$ cat src/rtl/bridge_arbiter.sv
// Two-master arbiter sharing the bridge processor port between CPU and DMA.
// CPU has default priority; starvation and locked bursts favour DMA.
module bridge_arbiter #(
  parameter int unsigned STARVE_MAX = 8,
  parameter int unsigned BURST_MAX  = 4
) (
  input  logic        clk,
  input  logic        reset,
  input  logic        cpu_req,
  input  logic        cpu_we,
  input  logic [31:0] cpu_addr,
  input  logic [31:0] cpu_wd,
  output logic [31:0] cpu_rd,
  output logic        cpu_stall,
  input  logic        dma_req,
  input  logic        dma_lock,
  input  logic        dma_we,
  input  logic [31:0] dma_addr,
  input  logic [31:0] dma_wd,
  output logic        dma_gnt,
  output logic        dma_ack,
  output logic [31:0] dma_rd,
  output logic [31:0] PrAddr,
  output logic [31:0] PrWD,
  output logic        PrWE,
  input  logic [31:0] PrRD
);

  typedef enum logic {
    S_SHARED = 1'b0,
    S_BURST  = 1'b1
  } state_t;

  localparam logic [3:0] LP_STARVE    = 4'(STARVE_MAX);
  localparam logic [4:0] LP_BURST     = 5'(BURST_MAX);
  localparam logic       LP_CAN_BURST = (BURST_MAX > 1);

  state_t      r_state;
  state_t      w_state_nxt;
  logic [3:0]  r_wait_cnt;
  logic [3:0]  w_wait_nxt;
  logic [3:0]  r_beat_cnt;
  logic [3:0]  w_beat_nxt;
  logic        r_dma_ack;
  logic [31:0] r_dma_rd;
  logic        w_starved;
  logic        w_cpu_gnt;
  logic        w_dma_gnt;

  always_comb begin
    w_starved = dma_req && (r_wait_cnt == LP_STARVE);
    w_dma_gnt = 1'b0;
    w_cpu_gnt = 1'b0;
    if (!reset) begin
      if (r_state == S_BURST) begin
        w_dma_gnt = dma_req;
        w_cpu_gnt = cpu_req && !dma_req;
      end else begin
        w_dma_gnt = w_starved || (dma_req && !cpu_req);
        w_cpu_gnt = cpu_req && !w_dma_gnt;
      end
    end
  end

  always_comb begin
    PrAddr = 32'd0;
    PrWD   = 32'd0;
    PrWE   = 1'b0;
    unique case (1'b1)
      w_dma_gnt: begin
        PrAddr = dma_addr;
        PrWD   = dma_wd;
        PrWE   = dma_we;
      end
      w_cpu_gnt: begin
        PrAddr = cpu_addr;
        PrWD   = cpu_wd;
        PrWE   = cpu_we;
      end
      default: ;
    endcase
  end

  always_comb begin
    w_state_nxt = r_state;
    w_beat_nxt  = r_beat_cnt;
    w_wait_nxt  = r_wait_cnt;
    if (w_dma_gnt || !dma_req)
      w_wait_nxt = 4'd0;
    else if (r_wait_cnt < LP_STARVE)
      w_wait_nxt = r_wait_cnt + 4'd1;
    unique case (r_state)
      S_SHARED: begin
        if (w_dma_gnt && dma_lock && LP_CAN_BURST) begin
          w_state_nxt = S_BURST;
          w_beat_nxt  = 4'd1;
        end
      end
      S_BURST: begin
        // widened compare so beat_cnt+1 cannot wrap
        if (w_dma_gnt && dma_lock &&
            ({1'b0, r_beat_cnt} + 5'd1 < LP_BURST)) begin
          w_beat_nxt = r_beat_cnt + 4'd1;
        end else begin
          w_state_nxt = S_SHARED;
          w_beat_nxt  = 4'd0;
        end
      end
      default: ;
    endcase
  end

  always_ff @(posedge clk) begin
    if (reset) begin
      r_state    <= S_SHARED;
      r_wait_cnt <= 4'd0;
      r_beat_cnt <= 4'd0;
      r_dma_ack  <= 1'b0;
      r_dma_rd   <= 32'd0;
    end else begin
      r_state    <= w_state_nxt;
      r_wait_cnt <= w_wait_nxt;
      r_beat_cnt <= w_beat_nxt;
      r_dma_ack  <= w_dma_gnt;
      if (w_dma_gnt)
        r_dma_rd <= PrRD;
    end
  end

  assign cpu_rd    = PrRD;
  assign cpu_stall = cpu_req && !w_cpu_gnt;
  assign dma_gnt   = w_dma_gnt;
  assign dma_ack   = r_dma_ack;
  assign dma_rd    = r_dma_rd;

endmodule

$ cat config.mk
export PLATFORM = sky130hd
export DESIGN_NAME = bridge_arbiter
export DESIGN_NICKNAME = d
export VERILOG_FILES = /design/src/rtl/bridge_arbiter.sv
export SDC_FILE = /design/constraint.sdc
export NUM_CORES = 1
export LEC_CHECK = 0
export BUFFER_PORTS_ARGS = -buffer_cell sky130_fd_sc_hd__buf_2
export CORE_ASPECT_RATIO = 0.7
export CORE_MARGIN = 5
export CORE_UTILIZATION = 35
export DETAILED_ROUTE_END_ITERATION = 7
export GPL_TIMING_DRIVEN = 0
export PLACE_DENSITY = 0.73
export SETUP_SLACK_MARGIN = 0.3
export SLEW_MARGIN = 40
export SYNTH_ARGS = -nofsm -noshare
export SYNTH_HDL_FRONTEND = slang
export SYNTH_SLANG_ARGS = --single-unit
$ cat constraint.sdc
create_clock -name clk -period 3.2 [get_ports clk]
set_input_delay 0.64 -clock clk [delete_from_list [all_inputs] [get_ports clk]]
set_output_delay 0.64 -clock clk [all_outputs]
set_load 0.02 [all_outputs]
-- Word level (Yosys, flattened, before mapping)
Index checks and enable logic that the tools add are counted.
- $add $sub $neg: 3
- order comparisons: 2
- equal/unequal tests: 2
- muxes and demuxes: 13
- bitwise operators: 1
- reduce and logical (&&, ||, !) cells: 14
- operators by type and width (operator ; number):
    $pmux W32 S2 ; 2
    $add A4 B1 Y4 const B ; 2
    $mux W4 ; 2
    $pmux W4 S2 ; 1
    $logic_and A1 B1 Y1 ; 7
    $mux W1 ; 6
    $add A4 B1 Y5 const B ; 1
    $lt A5 B3 Y1 const B ; 1
    $eq A4 B4 Y1 const B ; 1
    $logic_not A1 Y1 ; 4
    $lt A4 B4 Y1 const B ; 1
    $pmux W1 S2 ; 2
    $logic_or A1 B1 Y1 ; 2
    $ne A2 B2 Y1 const B ; 1
    $reduce_or A2 Y1 ; 1
    $not A1 Y1 ; 1
- flip-flop bits (word level): 42
- bits of input ports: 167
- output and inout bits: 132
- logic and storage cells: 40

-- Logic depth before layout (Yosys ltp)
Gate-level depths: netlist of run 1.
- depth after elaboration: 9
- gate-level depth with buffers: 7
- mapped depth without buffers: 5

-- Least setup slack after synthesis of run 1
OpenSTA, ideal clock, no wires.
- path type: input -> output
- from: input dma_req
- to: output PrAddr[0]
- arrival: 1.716 ns
- data required time: 2.560 ns
- path slack: 0.844 ns
- cell stages on the path: 5
- buffers on the path: 3
- cell sequence: buf_2 -> buf_2 -> clkbuf_1 -> o211ai_1 -> a21oi_1
- longest elaborated chain between the ends: 7
- elaborated cells between the ends (all ways): 12
- classes of those cells: 5 x mux; 7 x reduce/logical
- ends and longest elaborated chain (element ; RTL line ; RTL):
    from (decl) ; 15 ; input logic dma_req,
    $logic_and A1 B1 Y1 (on tied branches) ; 51, 59 ;
    $logic_or A1 B1 Y1 ; 59 ; w_dma_gnt = w_starved || (dma_req && !cpu_req);
    $logic_not A1 Y1 ; 60 ; w_cpu_gnt = cpu_req && !w_dma_gnt;
    $logic_and A1 B1 Y1 ; 60 ;
    $mux W1 ; 55 ; if (r_state == S_BURST) begin
    $mux W1 ; 54 ; if (!reset) begin
    $pmux W32 S2 (*) ; 69 ; unique case (1'b1)
    to (decl) ; 23 ; output logic [31:0] PrAddr,
Every way passes the cells marked *; elsewhere a longest branch is shown, timed or not.

-- Final worst setup path of run 1
- from: register r_wait_cnt[0]
- to: output PrAddr[12]
- longest elaborated chain between the ends: 8
- elaborated cells between the ends (all ways): 10
- classes of those cells: 1 x eq/ne; 5 x mux; 4 x reduce/logical
- ends and longest elaborated chain (element ; RTL line ; RTL):
    from (decl) ; 40 ; logic [3:0] r_wait_cnt;
    from (signal assigned) ; 122 ; r_wait_cnt <= w_wait_nxt;
    $eq A4 B4 Y1 (*) ; 51 ; w_starved = dma_req && (r_wait_cnt == LP_STARVE);
    $logic_and A1 B1 Y1 (*) ; 51 ;
    $logic_or A1 B1 Y1 (*) ; 59 ;
    $logic_not A1 Y1 ; 60 ;
    $logic_and A1 B1 Y1 ; 60 ;
    $mux W1 ; 55 ;
    $mux W1 ; 54 ;
    $pmux W32 S2 (*) ; 69 ;
Marked as above.

==> impl_metrics.py, run 1 <==
metrics = {
    "placed_design": {
        "place_congestion": 0.918,
        "port_buffers": 296,
        "hpwl_mm": 13.0,
    },
    "timing": {
        "fin_tns_setup_ps": 0,
        "holdWs_ps": 471,
        "fmax_mhz": 355,
        "rsz0062_at_grt": "true",
        "setup_viol": 0,
        "final-hold-violation-count": 0,
        "slew_viol_final": 0,
        "period_needed_ps": 2820,
        "fin_skew_ps": 1.96,
        "worst_pin_slew_ps": 701,
        "max_slew_margin_pct": 53.3,
        "min_period_over_period_pct": 88.0,
    },
    "synth": {
        "yosysMostFrequentCell": "a21oi_1",
        "syn_area_um2": 3670,
        "ys_seq_elements": 42,
        "yosys.area.top_type": "dfxtp_1",
        "async_reset_ff_share_pct": 0,
        "synth_flop_cell": "dfxtp_1",
        "synth_edf_count": 0,
        "syn_nets": 651,
        "syn_inst": 481,
        "ys_types": 38,
        "seq_area_frac_synth_pct": 22.9,
        "synth_top_area_share_pct": 22.9,
        "syn_area_per_cell_um2": 7.62,
        "yosysWarnings": 0,
        "yosys-top-cells-count": "68 x a21oi_1, 65 x nand4_1, 65 x o211ai_1",
        "synth.area.top_cells": "dfxtp_1 23%, o211ai_1 13%, nand4_1 11%, a21oi_1 9.3%, o32ai_2 8.4%",
    },
    "global_route": {
        "grt_max_degree": 13,
        "gr-usage-met2_pct": 37.2,
        "grt_util_all_layers_pct": 22.4,
        "grt_util_met3_pct": 6.07,
        "grt_use_met1_pct": 29.5,
        "gr-max-usage-layer": "met2",
        "grt_pass1_wl_mm": 23.7,
        "grt_remaining_overflow": 0,
        "grt_pass1_vias": 4762,
        "antenna_found_initial": 0,
    },
    "floorplanning": {
        "dieArea_um2": 12700,
        "io_pins": 299,
        "fp.dieW_um": 132,
        "initial_utilization_pct": 35.7,
        "die_h_um": 95.6,
        "num_rows": 31,
        "coreArea_um2": 10300,
    },
    "clock_network": {
        "cts.hold.buffers_added": 0,
        "cts_tree": "yes",
        "clock_path_buffers": 2,
        "root_buffer": "clkbuf_16",
        "insertion_delay_ps": 280,
        "cts-htree-levels": 2,
        "cts_buffers": 5,
        "post_cts_resized": 0,
        "post-cts-setup-buffer-count": 0,
        "cts_sinks": 42,
        "clk_pin_slew_ps": 60,
    },
    "power_and_ir_drop": {
        "power_mw": 1.70,
        "power_leakage_nw": 2.62,
        "p_per_area_nw_per_um2": 310,
        "vdd_drop_max_uv": 195,
    },
    "hold_path": {
        "min_path_type": "register to register",
    },
    "setup_path": {
        "r2r_slack_ps": 1490,
        "cp-startpoint": "r_wait_cnt[0]$_SDFFE_PP0N_",
        "path_max_fanout": 10,
        "reg2regPathDepth": 6,
        "critPathKind": "register to primary output",
        "max_stage_delay_ps": 400,
        "crit_arrival_ps": 2180,
        "required_ps": 2560,
        "path_cells": "inv_1 -> ha_1 -> nand4b_1 -> buf_4 -> clkbuf_4 -> nand4_1 -> a21oi_1 -> buf_2",
        "cp-start-kind": "register",
        "reg2reg_from": "r_wait_cnt[0]$_SDFFE_PP0N_",
        "critPathCaptureType": "primary output",
        "endpoint": "PrAddr[12]",
        "r2r-end": "dma_rd[25]$_SDFFE_PP0N_",
        "slowest_stage": "dfxtp_1",
    },
    "drt": {
        "drt.antenna.violating_nets": 0,
        "routedWlPerCell_um": 17.0,
        "first_pass_iters": 5,
        "vias": 4977,
        "route.detailed.drc": 0,
        "routed_via_density": 5.43,
        "drt-initial-drc-count": 459,
        "routed_wl_mm": 15.6,
    },
    "cells_and_area": {
        "nets": 954,
        "area_growth_pct": 49.2,
        "drive_above_1_share_pct": 50.8,
        "fillers": 995,
        "antenna_cells": 0,
    },
    "outcome": {
        "status": "finished clean",
    },
    "flow_run": {
        "cap_viol_max_count": 0,
    },
}
==> worst min-delay path by stage <==
stage / from / to / cells past startpoint
2_1_floorplan: r_beat_cnt[1]$_SDFFE_PP0P_ / r_beat_cnt[1]$_SDFFE_PP0P_ / 2
3_3_place_gp: dma_rd[13]$_SDFFE_PP0N_ / dma_rd[13]$_SDFFE_PP0N_ / 2
3_5_place_dp: dma_rd[14]$_SDFFE_PP0N_ / dma_rd[14]$_SDFFE_PP0N_ / 2
4_1_cts: dma_rd[14]$_SDFFE_PP0N_ / dma_rd[14]$_SDFFE_PP0N_ / 2
5_1_grt: dma_rd[17]$_SDFFE_PP0N_ / dma_rd[17]$_SDFFE_PP0N_ / 2
6_report: dma_rd[15]$_SDFFE_PP0N_ / dma_rd[15]$_SDFFE_PP0N_ / 2
==> cell usage in the layout (no fill, tap or decap), types with 3 or more instances in the layout <==
cell type / count
buf_4: 33
nand4_1: 65
clkbuf_1: 27
o211ai_1: 65
ha_1: 3
o32ai_2: 19
a21oi_1: 66
nor2_1: 6
buf_2: 322
clkbuf_16: 5
nand2_1: 36
o32ai_1: 13
and3_1: 3
dfxtp_1: 42
inv_1: 38
buf_6: 10
==> where the power goes <==
part | switching (mW) | internal, mW | leakage [nW]
registers | 0.0142 | 0.551 | 0.344
clock network | 0.198 | 0.309 | 0.0739
logic | 0.370 | 0.255 | 2.20
total | 0.582 | 1.12 | 2.62
==> per-stage QoR <==
step	utilization [%]	std cells	setup WS, ps	area [µm²]
floorplan	-	481	844	3670
global placement	51.7	909	556	5310
detailed placement	51.7	909	540	5310
CTS	53.1	917	363	5460
global route	53.2	917	280	5470
finish	53.2	917	384	5470
==> critical path: cells and delay by family (launching register included) <==
kind | cells | cell delay [ps]
fa+ha+maj | 1 | 230
simple gates | 2 | 300
flops | 1 | 400
compound gates | 1 | 250
buf+inv | 4 | 730
==> state kept, by name (all words and copies together), names as in the netlist <==
signal      count
r_wait_cnt      4
dma_ack         1
r_state         1
dma_rd         32
r_beat_cnt      4
==> cell type report <==
cell class | instances | area, µm² | share of cell area [%]
Multi-Input combinational cell | 303 | 2090 | 38.2
Timing Repair Buffer | 296 | 1480 | 27.1
Sequential cell | 42 | 841 | 15.4
Buffer | 98 | 604 | 11.0
Tap cell | 132 | 165 | 3.02
Clock buffer | 7 | 143 | 2.61
Inverter | 38 | 143 | 2.61
Clock inverter | 1 | 5.00 | 0.0915
==> kinds of logic (layout without fill, tap and decap cells) <==
family,after synthesis,count (layout),share of synthesized area (%)
AOI/OAI and AO/OA,174,174,36.3
xor gates and xnor gates,3,3,0.717
adders and majority gates,3,3,1.02
buffers and inverters,136,440,20.3
DFF,42,42,22.9
muxes,1,1,0.273
and+or+nand+nor,122,122,18.5
==> per-layer routing <==
layer  routed length (µm)  up-vias
li1                     -     2385
met1                 6430     2304
met2                 7410      270
met3                 1560       18
met4                  194        0
met5                    0        -
(Power assumes the default switching activity.)
==> run 2, diff against run 1 <==
- CORE_MARGIN: 5 -> 8
==> impl_metrics.py, run 2 (synthesis results as in run 1) <==
metrics = {
    "outcome": {
        "status": "finished clean",
    },
    "global_route": {
        "grt_pass1_wl_mm": 25.9,
        "grt_pass1_vias": 4832,
        "antenna_found_initial": 0,
        "grt_util_all_layers_pct": 22.2,
        "grt_max_degree": 14,
        "grt_remaining_overflow": 0,
    },
    "placed_design": {
        "dp.cells": 909,
        "pre_cts_slack_ps": 570,
        "hpwl_mm": 14.4,
        "port_buffers": 296,
        "place_congestion": 0.908,
    },
    "setup_path": {
        "reg2regPathDepth": 6,
        "path_max_fanout": 10,
        "cp-start-kind": "register",
        "cp-startpoint": "r_wait_cnt[0]$_SDFFE_PP0N_",
        "crit_arrival_ps": 2100,
        "path_buf_inv": 4,
        "critPathCaptureType": "primary output",
        "cpLargestDelayFamily": "buffers and inverters",
        "r2r_slack_ps": 1490,
        "required_ps": 2560,
        "slowest_stage": "dfxtp_1",
        "critPathKind": "register to primary output",
        "reg2reg_from": "r_wait_cnt[0]$_SDFFE_PP0N_",
        "max_stage_delay_ps": 380,
        "path_cells": "inv_1 -> ha_1 -> nand4b_1 -> buf_4 -> clkbuf_4 -> nand4_1 -> a21oi_1 -> buf_2",
        "r2r-end": "dma_rd[26]$_SDFFE_PP0N_",
    },
    "cells_and_area": {
        "largest_reg_flops": 32,
        "multiInputGateArea_um2": 2080,
        "layout_commonest_cell": "buf_2",
        "nets": 954,
        "mostFrequentLayoutCells": "322 x buf_2, 68 x a21oi_1, 65 x o211ai_1, 65 x nand4_1, 42 x dfxtp_1",
        "drive_above_1_share_pct": 50.6,
        "final_cells": 921,
        "seqCellArea_um2": 841,
        "fillers": 1034,
        "area_growth_pct": 50.7,
    },
    "floorplanning": {
        "initial_utilization_pct": 35.7,
        "num_rows": 31,
        "die_h_um": 102,
        "io_pins": 299,
        "coreArea_um2": 10300,
        "dieArea_um2": 14100,
        "fp.dieW_um": 138,
    },
    "drt": {
        "first_pass_iters": 4,
        "routed_via_density": 5.37,
        "drt.antenna.violating_nets": 0,
        "routed_wl_mm": 17.2,
        "route.detailed.drc": 0,
        "routedWlPerCell_um": 18.7,
        "drt-initial-drc-count": 294,
        "vias": 4947,
    },
    "timing": {
        "slew_viol_final": 0,
        "min_period_over_period_pct": 85.7,
        "setup_ws_ps": 456,
        "fin_tns_setup_ps": 0,
        "fin_skew_ps": 1.67,
        "final-hold-violation-count": 0,
        "period_needed_ps": 2740,
        "max_slew_margin_pct": 52.6,
        "holdWs_ps": 472,
        "rsz0062_at_grt": "false",
        "fmax_mhz": 364,
        "setup_viol": 0,
        "worst_pin_slew_ps": 711,
    },
    "clock_network": {
        "clock_path_buffers": 2,
        "cts_sinks": 42,
        "cts-htree-levels": 2,
        "clk_pin_slew_ps": 60,
        "post-cts-setup-buffer-count": 0,
        "cts_tree": "yes",
        "root_buffer": "clkbuf_16",
        "insertion_delay_ps": 280,
        "cts_buffers": 5,
    },
    "flow_run": {
        "cap_viol_max_count": 0,
    },
    "hold_path": {
        "min_path_type": "register to register",
        "min_from": "dma_rd[18]$_SDFFE_PP0N_",
        "hold_path_end": "dma_rd[18]$_SDFFE_PP0N_",
        "whs_path_depth": 2,
    },
    "power_and_ir_drop": {
        "p_per_area_nw_per_um2": 337,
        "vdd_drop_max_uv": 362,
        "power_leakage_nw": 2.64,
    },
}
run 2: cell types whose count changed in the layout (fill, tap and decap cells not counted), sizes merged:
cell,previous run,this run
diode,0,4
bufinv,0,2
clkbuf,35,34
clkinv,1,0
run 2: worst max path at each step:
| stage | slack [ps] | end | depth (start not counted) |
|---|---|---|---|
| 2_1_floorplan | 840 | PrAddr[0] | 5 |
| 3_3_place_gp | 590 | PrWD[3] | 6 |
| 3_5_place_dp | 570 | PrWD[23] | 6 |
| 4_1_cts | 450 | PrWD[23] | 8 |
| 5_1_grt | 320 | PrWD[10] | 7 |
| 6_report | 460 | PrWD[23] | 8 |
run 2: layout make-up:
cell class                 count  share of cell area (%)
antenna                        4                   0.181
multi-input combinational    303                    37.7
timing repair buffer         296                    26.8
clock buffer                   6                    2.51
sequential                    42                    15.2
tap                          132                    2.99
buffer                        98                    10.9
clock inverter                 2                    1.09
inverter                      38                    2.58
run 2: power by group:
part / switching, mW / internal [mW] / total [mW]
clock network: 0.201 / 0.468 / 0.669
logic: 0.374 / 0.255 / 0.629
registers: 0.0146 / 0.551 / 0.565
run 2: per-stage QoR:
step	cell area, µm²	power, mW	util (%)
after floorplan	3670	0.941	-
after global placement	5310	1.19	51.7
after detailed placement	5310	1.20	51.7
after CTS	5510	1.88	53.6
after global routing	5510	1.96	53.6
final	5520	1.86	53.7
run 2: what timing repair did:
action                     in CTS  in global routing
hold buffers                    0                  0
resized for setup               0                  1
setup endpoints to repair       0                  1
run 2: routing by layer:
layer / up-vias / GRT usage, % / part of all wire (%)
met3: 16 / 6.37 / 7.6
li1: 2393 / - / -
met2: 238 / 36.3 / 48
met5: - / 0 / 0
met1: 2300 / 28.2 / 43
met4: 0 / 5.41 / 1.3
run 2: worst min-delay path: cells and delay by family, from the launching register on:
kind            cells  cell delay (ps)
flops               1              310
buf+inv             1               50
compound gates      1               70
